<file path="src/rtl/rv523_clk_pkg.sv">
// rv523_clk_pkg: shared mode/phase types for the RV523 two-phase clock generator
package rv523_clk_pkg;

    typedef enum logic [1:0] {HALTED, RUNNING, STEPPING} mode_t;

    typedef enum logic [1:0] {PH1, GAP1, PH2, GAP2} phase_t;

    // Number of master clocks a given phase lasts.
    function automatic int unsigned phase_len(input phase_t p, input int unsigned phi_len,
                                              input int unsigned dead_len);
        return (p == PH1 || p == PH2) ? phi_len : dead_len;
    endfunction

endpackage

</file>
<file path="src/rtl/rv523_phase_seq.sv">
// rv523_phase_seq: walks PH1 -> GAP1 -> PH2 -> GAP2 with a per-phase tick counter
module rv523_phase_seq
    import rv523_clk_pkg::*;
#(
    parameter int unsigned PHI_LEN  = 4,
    parameter int unsigned DEAD_LEN = 1
) (
    input  logic   CLK,
    input  logic   nRST,
    input  logic   start,
    input  logic   cont,
    output phase_t phase,
    output logic   last_tick
);

    localparam int unsigned MAX_LEN = (PHI_LEN > DEAD_LEN) ? PHI_LEN : DEAD_LEN;
    localparam int TW = (MAX_LEN > 1) ? $clog2(MAX_LEN) : 1;

    phase_t        phase_q, phase_n;
    logic [TW-1:0] tick_q, tick_n;
    logic          cur_last;

    // Next phase/tick; phase and last_tick describe the state loaded on this edge
    // so the owner can register its outputs without an extra cycle of latency.
    always_comb begin
        cur_last  = tick_q == TW'(phase_len(phase_q, PHI_LEN, DEAD_LEN) - 1);
        phase_n   = phase_q;
        tick_n    = tick_q;
        if (start) begin
            phase_n = PH1;
            tick_n  = '0;
        end else if (cont) begin
            phase_n = cur_last ? phase_t'(phase_q + 2'd1) : phase_q;
            tick_n  = cur_last ? '0 : tick_q + 1'b1;
        end
        phase     = phase_n;
        last_tick = tick_n == TW'(phase_len(phase_n, PHI_LEN, DEAD_LEN) - 1);
    end

    // Rest at the final tick of GAP2 so an idle sequencer sits on a cycle boundary.
    always_ff @(posedge CLK or negedge nRST) begin
        if (!nRST) begin
            phase_q <= GAP2;
            tick_q  <= TW'(DEAD_LEN - 1);
        end else begin
            phase_q <= phase_n;
            tick_q  <= tick_n;
        end
    end

endmodule

</file>
<file path="src/rtl/two_phase_clkgen.sv">
// two_phase_clkgen: debug-controllable non-overlapping PHI1/PHI2 generator with run/halt/step
module two_phase_clkgen
    import rv523_clk_pkg::*;
#(
    parameter int unsigned PHI_LEN  = 4,
    parameter int unsigned DEAD_LEN = 1,
    parameter int unsigned CNT_W    = 16
) (
    input  logic             CLK,
    input  logic             nRST,
    input  logic             RUN,
    input  logic             STEP,
    output logic             PHI1,
    output logic             nPHI1,
    output logic             PHI2,
    output logic             nPHI2,
    output logic             BUSY,
    output logic             CYCLE_DONE,
    output logic [CNT_W-1:0] CYCLE_CNT
);

    if (PHI_LEN < 1 || DEAD_LEN < 1) begin : g_bad_params
        $error("two_phase_clkgen: PHI_LEN and DEAD_LEN must both be >= 1");
    end

    mode_t  mode_q, mode_n;
    phase_t seq_phase;
    logic   seq_last;
    logic   start;
    logic   boundary;
    logic   busy_n;

    rv523_phase_seq #(
        .PHI_LEN (PHI_LEN),
        .DEAD_LEN(DEAD_LEN)
    ) u_seq (
        .CLK      (CLK),
        .nRST     (nRST),
        .start    (start),
        .cont     (mode_q != HALTED),
        .phase    (seq_phase),
        .last_tick(seq_last)
    );

    // Mode decisions: start only from HALTED (RUN beats STEP), and re-evaluate RUN
    // only on the edge that enters the last tick of GAP2.
    always_comb begin
        start    = mode_q == HALTED && (RUN || STEP);
        boundary = mode_q != HALTED && seq_phase == GAP2 && seq_last;
        mode_n   = mode_q;
        if (mode_q == HALTED)
            mode_n = RUN ? RUNNING : (STEP ? STEPPING : HALTED);
        else if (boundary)
            mode_n = RUN ? RUNNING : HALTED;
        busy_n   = mode_n != HALTED;
    end

    // Registered outputs; each complement is its own flop so nPHIx never glitches.
    always_ff @(posedge CLK or negedge nRST) begin
        if (!nRST) begin
            mode_q     <= HALTED;
            PHI1       <= 1'b0;
            nPHI1      <= 1'b1;
            PHI2       <= 1'b0;
            nPHI2      <= 1'b1;
            BUSY       <= 1'b0;
            CYCLE_DONE <= 1'b0;
            CYCLE_CNT  <= '0;
        end else begin
            mode_q     <= mode_n;
            PHI1       <= busy_n && seq_phase == PH1;
            nPHI1      <= !(busy_n && seq_phase == PH1);
            PHI2       <= busy_n && seq_phase == PH2;
            nPHI2      <= !(busy_n && seq_phase == PH2);
            BUSY       <= busy_n;
            CYCLE_DONE <= boundary;
            CYCLE_CNT  <= CYCLE_CNT + CNT_W'(boundary);
        end
    end

endmodule

</file>
<file path="config.mk">
export PLATFORM = sky130hd
export DESIGN_NAME = two_phase_clkgen
export DESIGN_NICKNAME = d
export VERILOG_FILES = /design/src/rtl/rv523_clk_pkg.sv /design/src/rtl/rv523_phase_seq.sv /design/src/rtl/two_phase_clkgen.sv
export SDC_FILE = /design/constraint.sdc
export NUM_CORES = 1
export LEC_CHECK = 0
export BUFFER_PORTS_ARGS = -buffer_cell sky130_fd_sc_hd__clkbuf_2
export CORE_UTILIZATION = 52
export DETAILED_ROUTE_END_ITERATION = 8
export PLACE_DENSITY = 0.77
export SLEW_MARGIN = 5
export SYNTH_ARGS = -nofsm -noshare
export SYNTH_HDL_FRONTEND = slang
export SYNTH_SLANG_ARGS = --single-unit
</file>
<file path="constraint.sdc">
create_clock -name CLK -period 3.39 [get_ports CLK]
set_input_delay 0.339 -clock CLK [delete_from_list [all_inputs] [get_ports CLK]]
set_output_delay 0.339 -clock CLK [all_outputs]
set_load 0.02 [all_outputs]
</file>
==> results.cfg, run 1 <==
[status]
outcome = completed

[critical_path]
reg2reg_slack_ns = 0.33
cp.required_ns = 3.60
critPathArrivalTime_ns = 3.27
startpoint = u_seq.phase_q[0]$_DFF_PN1_
regToRegStartpoint = u_seq.phase_q[0]$_DFF_PN1_
endpoint = CYCLE_CNT[10]$_DFF_PN0_
path_class = register to register
rr_endpoint = CYCLE_CNT[10]$_DFF_PN0_
worstPathMaxFanout = 6
critical_path.startpoint_type = register
r2r_cells = 11
end_kind = register

[sta]
hold_viol = 0
setup_viol = 0
skew_ns = 0.00673
finalCriticalPeriod_ns = 3.06
rsz0062_at_grt = no
setup_tns_ns = 0
slew_headroom_pct = 57.2
fmax_mhz = 327
setup_ws_ns = 0.333
worst_pin_slew_ns = 0.642
slew_viol_final = 0
period_share_pct = 90.2

[synth]
synth_area_per_cell_um2 = 11.4
synth_top_area_cell = dfrtp_1
ys_top_cells_by_area = dfrtp_1 (49%), dfstp_2 (8.6%), xnor2_1 (8.6%)
synth_nets = 116
synth_top_area_share_pct = 49.0
synthCells = 108
synth_area_mm2 = 0.00123
yosys_warnings = 0
yosysSeqAreaShare_pct = 57.6
ys_ff_latch = 28
ys_types = 31

[power_and_ir_drop]
ir_drop_mv = 0.496
leakage_uw = 0.000686
p_per_area_mw_per_mm2 = 743

[global_routing]
grt_usage_pct = 18.8
grt_pass1_vias = 817
grt_max_degree = 29
grt_overflow = 0
antenna_found_initial = 0
grt_pass1_wl_um = 3610

[routing]
via_count = 899
ant_nets = 0
drc_errors = 0
wl_per_cell_um = 12.2
firstDrtPassIters = 4
routed_via_density = 5.52
drtIter0Drc = 17
routed_wl_um = 2000

[finish]
mostFrequentLayoutCell = clkbuf_2
fillCellCount = 176
multi_input_area_um2 = 503
regArea_um2 = 706
nets = 144
layout-drive-gt1-share_pct = 26.7
insertedDiodeCount = 0
final_cell_mix = clkbuf_2 (25), dfrtp_1 (24), xnor2_1 (12)
post-route-util_pct = 64.2
fin_area_mm2 = 0.00142
syn_to_final_growth_pct = 15.8

[placement]
postPlaceCellArea_mm2 = 0.00138
place_hpwl_um = 1510
place_congestion = 0.912
port_buffers = 25
pre_cts_slack_ns = 0.287

[clocking]
cts_max_level = 1
clk_path_buf_depth = 2
clkTransAtPathRegs_ns = 0.14
cts_root_buf = clkbuf_4
postCtsHoldBufs = 0
cts_buffers = 3
worstSkewPairLatency_ns = 0.31
cts_tree = done
cts.sinks = 28
cts-resized-gates = 0
cts_setup_buffers = 0

[worst_hold_path]
hp-class = input pin to async pin

[floorplan]
die_h_um = 50.6
start_util_pct = 55.4
fp.dieW_um = 50.6
core_area_mm2 = 0.00221
fp.dieArea_mm2 = 0.00256
ioPinCount = 26
placementRows = 17

[run]
cap_violations = 0
## routing by layer
metal / up-vias / global-route usage, % / part of all wire, %
li1: 444 / - / -
met1: 430 / 26.6 / 48
met2: 23 / 28.4 / 46
met3: 2 / 4.24 / 5.4
met4: 0 / 6.02 / 0.65
met5: - / 0 / 0
## cells in the mapped netlist (all sizes together)
master    n
a21bo     1
a21oi     3
a311oi    1
a31o      2
a31oi     2
and2      1
and3      3
and4      2
buf       1
clkbuf    1
dfrtp    24
dfstp     4
ha        4
inv       4
nand2     8
nand3     5
nand3b    1
nand4     6
nor2      5
nor3      3
nor4      1
o211a     1
o21ai     4
o22ai     2
o2bb2ai   1
o31ai     1
or2       2
or3       1
xnor2    12
xor2      2
## cell families after synthesis
logic type	after synthesis	synth area share, %
adders and majority gates	4	4.08
buffers and inverters	6	1.94
DFF	28	57.6
AOI/OAI and AO/OA	18	10.0
and+or+nand+nor	38	16.4
xor gates and xnor gates	14	10.0
## sequential cells by signal, summed over array words and instances, names as in the netlist
name and count:
CYCLE_CNT 16, mode_q 2, u_seq.phase_q 2, u_seq.tick_q 2, BUSY 1, CYCLE_DONE 1, PHI1 1, PHI2 1
nPHI1 1, nPHI2 1
## worst min path at each step
| stage | endpoint | from | cells past startpoint |
|---|---|---|---|
| floorplan | BUSY$_DFF_PN0_ | nRST | 0 |
| global placement | CYCLE_CNT[8]$_DFF_PN0_ | nRST | 1 |
| detailed placement | CYCLE_CNT[8]$_DFF_PN0_ | nRST | 1 |
| CTS | CYCLE_CNT[8]$_DFF_PN0_ | nRST | 1 |
| global route | CYCLE_CNT[13]$_DFF_PN0_ | nRST | 1 |
| finish | CYCLE_CNT[8]$_DFF_PN0_ | nRST | 1 |
## power by group
group	internal, uW	switching, uW	total [uW]
logic	153	238	391
clock network	65.5	89.6	155
registers	434	73.9	508
## layout make-up
type | count | share of cell area (%)
Tap cell | 28 | 2.47
Multi-Input combinational cell | 74 | 35.4
Sequential cell | 28 | 49.7
Inverter | 4 | 1.06
Clock buffer | 4 | 2.56
Timing Repair Buffer | 25 | 8.81
## metrics by stage
step / hold WS, ns / power, uW / std cells
3_5_place_dp: 0.405 / 899 / 159
6_report: 0.0150 / 1050 / 163
5_1_grt: 0.0764 / 1140 / 163
4_1_cts: 0.0412 / 1060 / 163
3_3_place_gp: 0.393 / 882 / 159
2_1_floorplan: 0.0434 / 790 / 108
## worst max-delay path, stage by stage (launching register included)
cell     delay [ns]
dfstp_2        0.60
inv_1          0.11
ha_1           0.26
nor4_2         0.35
or2_0          0.32
a31oi_1        0.18
nor2_1         0.15
ha_1           0.22
ha_1           0.27
and4_1         0.25
nand3_1        0.10
xnor2_1        0.13
(Power assumes the default switching activity.)
==> run 2: changes to the inputs <==
Settings changed: RECOVER_POWER from default to 100.
==> run 2 against run 1 <==
  * Non-clock buffer count stayed put
  * Wire length is 1.5% higher
  * Hold slack better by 0.27 ns
  * Die area stayed put
  * Setup slack better by 0.0036 ns
  * Critical path depth stayed put
  * Total power is 1.5% lower
  * Global-route usage stayed put
  * Clock-buffer cell count stayed put
  * Sequential power hardly changed
  * Final area is 2.0% lower
  * First-iteration DRC count is 29% lower
  * Critical path type unchanged
  * Critical endpoint unchanged
==> results.cfg, run 2 (synthesis gave the netlist of run 1 again) <==
[global_routing]
grt_pass1_vias = 817
grt.met2_usage_pct = 28.4
grt_overflow = 0
grt_use_met1_pct = 26.6
grt_pass1_wl_um = 3610
busiest_layer = met2
met3_usage_pct = 4.24
antenna_found_initial = 0
grt_usage_pct = 18.8
grt_max_degree = 29

[sta]
period_share_pct = 90.1
skew_ns = 0.00638
finalCriticalPeriod_ns = 3.05
rsz0062_at_grt = no
fmax_mhz = 327
slew_viol_final = 0
worst_pin_slew_ns = 1.39
holdWs_ns = 0.280
setup_viol = 0
setup_ws_ns = 0.337
slew_headroom_pct = 7.61
hold_viol = 0
setup_tns_ns = 0

[power_and_ir_drop]
p_per_area_mw_per_mm2 = 747
ir_drop_mv = 0.485
p_switching_uw = 401
pwr-share-seq_pct = 48.9
swShare_pct = 38.6
p_int_uw = 638
p_clk_share_pct = 14.8
p_comb_share_pct = 36.3
leakage_uw = 0.000610

[finish]
largest_reg_flops = 16
multi_input_area_um2 = 503
insertedDiodeCount = 0
final_cell_mix = dfrtp_1 (24), clkbuf_1 (23), xnor2_1 (12)
mostFrequentLayoutCell = dfrtp_1
nets = 144
max_flop_register = CYCLE_CNT
layout-drive-gt1-share_pct = 8.89
final_cells = 163
regArea_um2 = 706
syn_to_final_growth_pct = 13.5
fillCellCount = 187
post-route-util_pct = 62.9

[clocking]
cts_root_buf = clkbuf_4
clk_path_buf_depth = 2
cts_setup_buffers = 0
cts.sinks = 28
cts_max_level = 1
clkTransAtPathRegs_ns = 0.13
cts_buffers = 3
worstSkewPairLatency_ns = 0.31
cts_tree = done

[placement]
port_buffers = 25
dp.cells = 159
pre_cts_slack_ns = 0.287
place_hpwl_um = 1510
place_congestion = 0.912

[critical_path]
cpPeakStageDelay_ns = 0.60
cp_cell_sequence = inv_1 > ha_1 > nor4_2 > or2_0 > a31oi_1 > nor2_1 > ha_1 > ha_1 > and4_1 > nand3_1 > xnor2_1
startpoint = u_seq.phase_q[0]$_DFF_PN1_
cp_slowest_cell = dfstp_2
critPathArrivalTime_ns = 3.26
cp.required_ns = 3.60
reg2reg_slack_ns = 0.34
crit_path_frequent_cell = ha_1
cp_num_buf_inv = 1
critical_path.startpoint_type = register
crit_family = simple AND/OR/NAND/NOR gates
end_kind = register
worstPathMaxFanout = 6
path_class = register to register
regToRegStartpoint = u_seq.phase_q[0]$_DFF_PN1_
r2r_cells = 11
rr_endpoint = CYCLE_CNT[10]$_DFF_PN0_

[worst_hold_path]
hp-start = RUN
holdPathStages = 3
hp-class = input pin to register
holdPathEnd = mode_q[0]$_DFF_PN0_

[routing]
via_count = 904
drtIter0Drc = 12
firstDrtPassIters = 5
ant_nets = 0
wl_per_cell_um = 12.4
routed_via_density = 5.55
drc_errors = 0
routed_wl_um = 2030

[floorplan]
core_area_mm2 = 0.00221
start_util_pct = 55.4
fp.dieArea_mm2 = 0.00256
die_h_um = 50.6
placementRows = 17
ioPinCount = 26
fp.dieW_um = 50.6

[status]
outcome = completed

[run]
cap_violations = 0
## run 2: cell counts in the layout (fill, tap and decap cells not counted)
No cell type changed its count.
## run 2: how the worst max path moves through the flow
stage	slack, ns	end	depth (start not counted)
after detailed placement	0.29	CYCLE_CNT[10]$_DFF_PN0_	11
after floorplan	0.63	CYCLE_CNT[10]$_DFF_PN0_	12
after CTS	0.28	CYCLE_CNT[10]$_DFF_PN0_	11
final	0.34	CYCLE_CNT[10]$_DFF_PN0_	11
after global routing	0.06	CYCLE_CNT[10]$_DFF_PN0_	11
after global placement	0.46	CYCLE_CNT[10]$_DFF_PN0_	11
## run 2: final cells by class
class | instances | share of cell area [%]
Inverter | 4 | 1.08
Multi-Input combinational cell | 74 | 36.2
Clock buffer | 4 | 2.61
Sequential cell | 28 | 50.7
Tap cell | 28 | 2.52
Timing Repair Buffer | 25 | 6.92
## run 2: timing repair
action / CTS / global route
resized for setup: 0 / 1
hold buffers: 0 / 0
setup endpoints to repair: 0 / 1
## run 2: per-stage QoR
stage / power, uW / area [um2]
detailed placement: 899 / 1380
finish: 1040 / 1390
CTS: 1060 / 1410
floorplan: 790 / 1230
global placement: 882 / 1380
global route: 1120 / 1390
## run 2: per-layer routing
metal	vias to the layer above	wire length (um)
met5	-	0
met4	0	13
met3	2	126
met2	29	932
met1	431	952
li1	442	-
## run 2: power by group through the flow
stage / registers [uW] / clock network (uW) / logic [uW]
final: 508 / 154 / 377
after global placement: 508 / 0 / 374
after CTS: 506 / 163 / 389
after detailed placement: 511 / 0 / 388
after global routing: 522 / 173 / 424
after floorplan: 565 / 0 / 225
## run 2: worst min-delay path: cells and delay by family
family	cells	cell delay, ns
buf+inv	2	0.17
compound gates	1	0.06
